File: config.mk
export PLATFORM = sky130hd
export DESIGN_NAME = bcd_scoreboard
export DESIGN_NICKNAME = d
export VERILOG_FILES = /design/src/rtl/bcd_score_pkg.sv /design/src/rtl/bcd_scoreboard_bcd_add_sat.sv /design/src/rtl/bcd_scoreboard.sv
export SDC_FILE = /design/constraint.sdc
export NUM_CORES = 1
export LEC_CHECK = 0
export ABC_AREA = 1
export ABC_CLOCK_PERIOD_IN_PS = 3700
export BUFFER_PORTS_ARGS = -buffer_cell sky130_fd_sc_hd__buf_4
export CAP_MARGIN = 20
export CORE_MARGIN = 3
export CORE_UTILIZATION = 54
export DETAILED_ROUTE_END_ITERATION = 12
export GPL_TIMING_DRIVEN = 0
export PLACE_DENSITY = 0.9
export SLEW_MARGIN = 15
export SYNTH_ARGS = -nofsm -noshare
export SYNTH_HDL_FRONTEND = slang
export SYNTH_SLANG_ARGS = --single-unit
File: constraint.sdc
create_clock -name clk -period 3.7 [get_ports clk]
set_input_delay 0.37 -clock clk [delete_from_list [all_inputs] [get_ports clk]]
set_output_delay 0.37 -clock clk [all_outputs]
set_load 0.1 [all_outputs]
File: src/rtl/bcd_score_pkg.sv
// ============================================================================
// bcd_score_pkg : shared types, constants and helpers for the BCD scoreboard
// Rev 1.0
// ============================================================================
`default_nettype none

package bcd_score_pkg;

  typedef logic [3:0] bcd_digit_t;

  localparam bcd_digit_t BCD_NINE = 4'd9;

  typedef enum logic [1:0] {
    IDLE = 2'd0,
    PLAY = 2'd1,
    OVER = 2'd2
  } state_t;

  // Elaboration-time conversion of a decimal value to four packed BCD digits.
  function automatic logic [15:0] dec_to_bcd(input int unsigned value);
    logic [15:0] result;
    int unsigned v;
    result = '0;
    v      = value;
    for (int d = 0; d < 4; d++) begin
      result[d*4 +: 4] = 4'(v % 10);
      v                = v / 10;
    end
    return result;
  endfunction

endpackage

`default_nettype wire

File: src/rtl/bcd_scoreboard_bcd_add_sat.sv
// ============================================================================
// bcd_add_sat : combinational N-digit BCD adder with saturation at all-nines
// Rev 1.0
// ============================================================================
`default_nettype none

module bcd_add_sat
  import bcd_score_pkg::*;
#(
  parameter int NUM_DIGITS = 2
) (
  input  logic [NUM_DIGITS*4-1:0] score_in,
  input  logic [1:0]              addend,
  output logic [NUM_DIGITS*4-1:0] sum_out,
  output logic                    sat
);

  localparam logic [NUM_DIGITS*4-1:0] ALL_NINES = {NUM_DIGITS{BCD_NINE}};

  logic [NUM_DIGITS*4-1:0] sum;
  logic [4:0]              digit_sum;
  logic                    carry;

  always_comb begin
    sum       = '0;
    digit_sum = '0;
    carry     = 1'b0;
    for (int d = 0; d < NUM_DIGITS; d++) begin
      digit_sum = {1'b0, score_in[d*4 +: 4]} + {4'b0, carry}
                + ((d == 0) ? {3'b0, addend} : 5'd0);
      if (digit_sum > 5'd9) begin
        sum[d*4 +: 4] = 4'(digit_sum - 5'd10);
        carry         = 1'b1;
      end else begin
        sum[d*4 +: 4] = digit_sum[3:0];
        carry         = 1'b0;
      end
    end
    // A carry out of the top digit means the true sum is unrepresentable.
    if (carry) begin
      sum = ALL_NINES;
    end
  end

  assign sum_out = sum;
  assign sat     = (sum == ALL_NINES);

endmodule

`default_nettype wire

File: src/rtl/bcd_scoreboard.sv
// ============================================================================
// bcd_scoreboard : multi-player BCD score keeper with win detection
// Rev 1.0
// ============================================================================
`default_nettype none

module bcd_scoreboard
  import bcd_score_pkg::*;
#(
  parameter int NUM_PLAYERS = 2,
  parameter int NUM_DIGITS  = 2,
  parameter int WIN_SCORE   = 21,
  parameter int PW          = (NUM_PLAYERS > 1) ? $clog2(NUM_PLAYERS) : 1
) (
  input  logic                                clk,
  input  logic                                rst,
  input  logic                                enable,
  input  logic                                goal,
  input  logic [PW-1:0]                       player,
  input  logic [1:0]                          points,
  output logic [NUM_PLAYERS*NUM_DIGITS*4-1:0] score,
  output logic [NUM_PLAYERS-1:0]              sat,
  output logic                                game_over,
  output logic [PW-1:0]                       winner,
  output logic                                accept
);

  localparam int SW = NUM_DIGITS * 4;
  localparam logic [15:0]   WIN_BCD_FULL = dec_to_bcd(WIN_SCORE);
  localparam logic [SW-1:0] WIN_BCD      = WIN_BCD_FULL[SW-1:0];

  state_t                            state_q;
  state_t                            state_d;
  logic [NUM_PLAYERS-1:0][SW-1:0]    scores_q;
  logic [NUM_PLAYERS-1:0]            sat_q;
  logic [PW-1:0]                     winner_q;
  logic                              accept_q;
  logic                              goal_q;

  logic                              goal_event;
  logic                              player_ok;
  logic [SW-1:0]                     sel_score;
  logic [SW-1:0]                     new_score;
  logic                              new_sat;
  logic                              apply;
  logic                              clear;
  logic                              win;

  assign goal_event = goal & ~goal_q;

  // Index range check is only needed when the index width can exceed the player count.
  if ((1 << PW) == NUM_PLAYERS) begin : g_full_range
    assign player_ok = 1'b1;
  end else begin : g_range_check
    assign player_ok = (int'(player) < NUM_PLAYERS);
  end

  always_comb begin
    sel_score = '0;
    for (int p = 0; p < NUM_PLAYERS; p++) begin
      if (PW'(p) == player) begin
        sel_score = scores_q[p];
      end
    end
  end

  bcd_add_sat #(
    .NUM_DIGITS (NUM_DIGITS)
  ) u_add (
    .score_in (sel_score),
    .addend   (points),
    .sum_out  (new_score),
    .sat      (new_sat)
  );

  always_comb begin
    state_d = state_q;
    apply   = 1'b0;
    clear   = 1'b0;
    win     = 1'b0;
    case (state_q)
      IDLE: begin
        if (enable) begin
          state_d = PLAY;
        end
      end
      PLAY: begin
        if (!enable) begin
          state_d = IDLE;
          clear   = 1'b1;
        end else if (goal_event && player_ok) begin
          apply = 1'b1;
          // Packed BCD of equal width orders the same as its decimal value.
          if ((WIN_SCORE != 0) && (new_score >= WIN_BCD)) begin
            state_d = OVER;
            win     = 1'b1;
          end
        end
      end
      OVER: begin
        if (!enable) begin
          state_d = IDLE;
          clear   = 1'b1;
        end
      end
      default: begin
        state_d = IDLE;
        clear   = 1'b1;
      end
    endcase
  end

  always_ff @(posedge clk) begin
    if (rst) begin
      state_q <= IDLE;
    end else begin
      state_q <= state_d;
    end
  end

  always_ff @(posedge clk) begin
    if (rst) begin
      goal_q   <= 1'b0;
      scores_q <= '0;
      sat_q    <= '0;
      winner_q <= '0;
      accept_q <= 1'b0;
    end else begin
      goal_q   <= goal;
      accept_q <= apply;
      if (clear) begin
        scores_q <= '0;
        sat_q    <= '0;
        winner_q <= '0;
      end else if (apply) begin
        for (int p = 0; p < NUM_PLAYERS; p++) begin
          if (PW'(p) == player) begin
            scores_q[p] <= new_score;
            sat_q[p]    <= new_sat;
          end
        end
        if (win) begin
          winner_q <= player;
        end
      end
    end
  end

  assign score     = scores_q;
  assign sat       = sat_q;
  assign winner    = winner_q;
  assign accept    = accept_q;
  assign game_over = (state_q == OVER);

endmodule

`default_nettype wire

* After elaboration in Yosys (flattened, before gate mapping)
Index checks and enable logic that the tools add are counted.
Cells by class: reductions and logical operators 7, bitwise logic cells 3, add/subtract/negate cells 4, equality and inequality tests 7, magnitude comparators 3, muxes and demuxes 21
Operators by type and width (count):
- 8-bit two-way mux | 2
- 5-bit by 4-bit > comparator with 1-bit output (second input constant) | 2
- 1-bit two-way mux | 10
- 2-bit two-way mux | 5
- 8-bit equality test (second input constant) | 1
- 8-bit by 6-bit greater-or-equal comparator with 1-bit output (second input constant) | 1
- 4-bit two-way mux | 2
- 4-bit subtractor (second input constant) | 2
- 3-bit != test (second input constant) | 2
- 2-bit one-hot mux with 3 select lines | 1
- 2-bit AND reduction | 3
- 4-bit by 1-bit adder with 5-bit output | 1
- 4-bit by 2-bit adder with 5-bit output | 1
- 2-bit != test (second input constant) | 2
- 4-bit AND reduction | 1
- 2-bit OR reduction | 2
- 2-bit by 1-bit equality test with 1-bit output (second input constant) | 1
- 2-bit equality test (second input constant) | 1
- 2-bit logical NOT | 1
- 1-bit inverter | 2
- 1-bit one-hot mux with 2 select lines | 1
- 1-bit AND | 1
Storage, ports and cells: input port bits 7, logic and storage cells 53, register bits after elaboration 23

* Longest topological paths before layout
depth in word-level cells 14, mapped depth 28

* Modules after synthesis
A second synthesis with hierarchy kept.
Second synthesis, totals: cell total of the unflattened synthesis 218, area total of the unflattened synthesis 1482.7 sq um
By module, submodules not included:
- bcd_scoreboard | times used 1, sequential area each 460.4 sq um, cells an instance 147, area each 1071.0 sq um
- bcd_add_sat | times used 1, sequential area each 0.0 sq um, cells an instance 71, area each 411.6 sq um

* Worst setup path after synthesis
Ideal clock, no wire load.
path type reg-to-reg, from reg scores_q, in the netlist score[0], to reg state_q[0], setup slack -0.082 ns, arrival time 3.666 ns, period minus slack after synthesis 3.782 ns, required time 3.584 ns, cell stages (with the launch flop) 24, library setup time 0.116 ns, path buffers 0, path through dfxtp_1 > inv_1 > o21ai_0 > ha_1 > inv_1 > fa_1 > nand3_1 > nand2_2 > nand2_2 > ha_1 > ha_1 > nand3_1 > and2_2 > nand3_2 > nand2_4 > nand3_2 > nand3_1 > nand2_1 > nand2_2 > nand2_2 > nand2_2 > nand2_2 > nand2_1 > a21oi_1
On the way: cells in the longest elaborated chain, start to end 11
RTL lines:
- start: declaration | RTL line bcd_scoreboard.sv:34 | logic [NUM_PLAYERS-1:0][SW-1:0] scores_q;
- start signal: indexed assignment | RTL line bcd_scoreboard.sv:138 | scores_q[p] <= new_score;
- 8-bit two-way mux * | RTL line bcd_scoreboard.sv:61 | if (PW'(p) == player) begin
- 4-bit by 2-bit adder with 5-bit output * | RTL line bcd_scoreboard_bcd_add_sat.sv:30 | + ((d == 0) ? {3'b0, addend} : 5'd0);
- 5-bit by 4-bit > comparator with 1-bit output | RTL line bcd_scoreboard_bcd_add_sat.sv:31 | if (digit_sum > 5'd9) begin
- 1-bit two-way mux | RTL line bcd_scoreboard_bcd_add_sat.sv:31
- 4-bit by 1-bit adder with 5-bit output | RTL line bcd_scoreboard_bcd_add_sat.sv:29 | digit_sum = {1'b0, score_in[d*4 +: 4]} + {4'b0, carry}
- 4-bit subtractor / 5-bit by 4-bit > comparator with 1-bit output (equally long branches) | RTL line bcd_scoreboard_bcd_add_sat.sv:32, bcd_scoreboard_bcd_add_sat.sv:31
- 4-bit two-way mux / 1-bit two-way mux (equally long branches) | RTL line bcd_scoreboard_bcd_add_sat.sv:31
- 8-bit two-way mux * | RTL line bcd_scoreboard_bcd_add_sat.sv:40 | if (carry) begin
- 8-bit by 6-bit greater-or-equal comparator with 1-bit output * | RTL line bcd_scoreboard.sv:94 | if ((WIN_SCORE != 0) && (new_score >= WIN_BCD)) begin
- 3-bit != test (no source line) *
- 4-bit AND reduction (no source line) *
- end signal: assignment | RTL line bcd_scoreboard.sv:117 | state_q <= state_d;
- end: declaration | RTL line bcd_scoreboard.sv:32 | state_t state_q;
Mark *: on every way between the ends. The rest lies on a longest branch, timed or not. A chain may end at the register's enable or synchronous reset.

* Worst setup path in the final report
from reg scores_q, in the netlist score[9], to reg state_q[0]
The elaborated chain is that of the path after synthesis.

==> results.toml <==
[timing]
tns_ps = 0
max_freq_mhz = 303
period_share_pct = 89.2
slew_headroom_pct = 71.2
finalMaxSlewViolations = 0
rsz0062_at_grt = "false"
holdWs_ps = 231
skew_ps = 1.22
tightest_slew_ps = 432
post-route-min-period_ps = 3300
hold_violations = 0
finalSetupViolations = 0
setup_slack_ps = 399

[placed_design]
gp_congestion = 0.870
placed_area_um2 = 1680
pre_cts_ws_ps = -33.3
dp_hpwl_um = 2500
port_buffers = 27

[worst_setup_path]
critPathMaxFanout = 6
critPathRequiredTime_ps = 3960
worstPathArrival_ps = 3560
startpoint_type = "register"
end_kind = "register"
crit_type = "reg -> reg"

[synth]
synth_edf_count = 0
ys_types = 25
ys_async_sr_fraction_pct = 0
synth.avg_cell_area_um2 = 6.88
synth_seq_area_share_pct = 32.0
synth_seq_cells = 23
synthCells = 209
synth_area_um2 = 1440
synth_ff_type = "dfxtp_1"
syn_nets = 225
yosysWarningCount = 0

[detailed_routing]
dr_total_vias = 1501
drt_iter0_drc = 71
wl_per_cell_um = 12.2
postRouteAntennaNets = 0
drc = 0
drt-pass1-iter-count = 4
via_per_inst = 5.56
routed_wl_um = 3300

[grt]
grt_max_degree = 14
grt-ovfl-total = 0
track_usage_pct = 21.0
grt_pass1_wl_um = 5430
antenna_found_initial = 0
grt_pass1_vias = 1304

[clock_network]
post_cts_buffers = 0
clock_latency_ps = 310
cts_tree = "built"
clockBufferDepth = 2
cts-htree-levels = 1
cts_made_buffers = 3
cts.clk_slew.worst_paths_ps = 130
hold_buffers = 0
cts_sinks = 23
cts.repair.resized = 0
cts_root_buf = "clkbuf_4"

[min_path]
hold_class = "in -> reg"

[power_and_ir_drop]
seqPwrFrac_pct = 48.8
p_sw_w = 0.000196
total_power_w = 0.000538
power.share.clock_pct = 21.8
comb_power_share_pct = 29.4
vdd.ir_drop.worst_mv = 0.341
powerDensity_nw_per_um2 = 312
p_int_w = 0.000343
p_leak_nw = 0.896
swShare_pct = 36.4

[floorplan]
rows = 18
die_y_um = 57.6
core_um2 = 2500
io_pins = 28
dieWidth_um = 57.6
die_area_um2 = 3320
start_util_pct = 57.5

[status]
status = "completed"

[cells_and_area]
fin_nets = 257
multiInputGateArea_um2 = 840
layout_commonest_cell = "nand2_1"
area_growth_syn_to_layout_pct = 20.0
fin_area_um2 = 1730
seqCellArea_um2 = 464
fillCellCount = 207
drive_above_1_share_pct = 26.7
num_antenna_cells = 0
layout_common_cells = "40 x nand2_1, 34 x inv_1, 27 x buf_4"

[flow_run]
max_cap_viol_count = 0
logic make-up after synthesis:
group,synth area share [%]
compound gates,16.4
fa+ha+maj,8.36
buf+inv,10.7
flops,32.0
mux,0.783
simple gates,31.7
power groups by stage:
stage	Combinational (W)	Sequential, W	Clock, W
after floorplan	0.0000847	0.000302	0
after global placement	0.000152	0.000268	0
after detailed placement	0.000154	0.000268	0
after CTS	0.000156	0.000263	0.000122
after global routing	0.000174	0.000264	0.000130
final	0.000158	0.000263	0.000117
per-stage QoR:
step / util (%) / cells
after floorplan: - / 209
after global placement: 67.2 / 266
after detailed placement: 67.2 / 266
after CTS: 68.3 / 270
after global routing: 69.0 / 270
final: 69.0 / 270
synthesized netlist by cell type (2+ instances only):
cell / n / share of area (%)
nand2_1: 40 / 10
inv_1: 34 / 8.9
dfxtp_1: 23 / 32
o21ai_0: 21 / 7.3
a21oi_1: 19 / 6.6
nand3_1: 15 / 5.2
nand2_2: 13 / 5.7
nor2_1: 10 / 2.6
ha_1: 8 / 7.0
nand3_2: 5 / 3.5
nand4_1: 4 / 1.7
clkbuf_1: 3 / 0.78
o21bai_1: 2 / 1.0
final cells by class:
| cell class | count | share of cell area [%] |
|---|---|---|
| Timing Repair Buffer | 27 | 11.7 |
| Buffer | 4 | 1.31 |
| Clock buffer | 3 | 1.31 |
| Multi-Input combinational cell | 147 | 48.7 |
| Tap cell | 30 | 2.18 |
| Clock inverter | 1 | 0.290 |
| Inverter | 35 | 7.61 |
| Sequential cell | 23 | 26.9 |
critical path, cell delays in order, from the launching register on:
cell	delay, ps
dfxtp_2	350
or2_2	300
o21ai_2	90
inv_1	60
ha_1	270
nand2_1	60
nand2_1	80
nand2_1	100
nand2_1	50
nand2_1	70
nand2_2	80
nand2_2	80
ha_2	220
ha_2	210
inv_1	40
nand2_1	70
and2_2	160
nand3_2	80
nand2_4	110
nand3_2	120
nand3_1	120
nand2_1	70
nand2_2	70
nand2_2	50
nand2_2	80
nand3_1	70
a21oi_1	130
path summary, 6_finish.rpt:
kind              slack (ps)  cells past startpoint          to  startpoint
hold reg to reg          480                      2  state_q[1]  state_q[1]
setup / recovery         400                     26  state_q[0]    score[9]
setup reg to reg         400                     26  state_q[0]    score[9]
hold / removal           230                      2  state_q[1]         rst
sequential cells by signal, summed over array words and instances, names as in the netlist:
name / count
state_q: 2
goal_q: 1
score: 16
sat: 2
winner: 1
accept: 1
metal layers:
layer / vias up / part of all wire, % / global-route usage (%)
li1: 741 / - / -
met1: 675 / 42 / 27.4
met2: 68 / 47 / 34.8
met3: 17 / 6.8 / 2.94
met4: 0 / 4.0 / 7.95
met5: - / 0 / 0
Power figures use the tool's default switching activity.
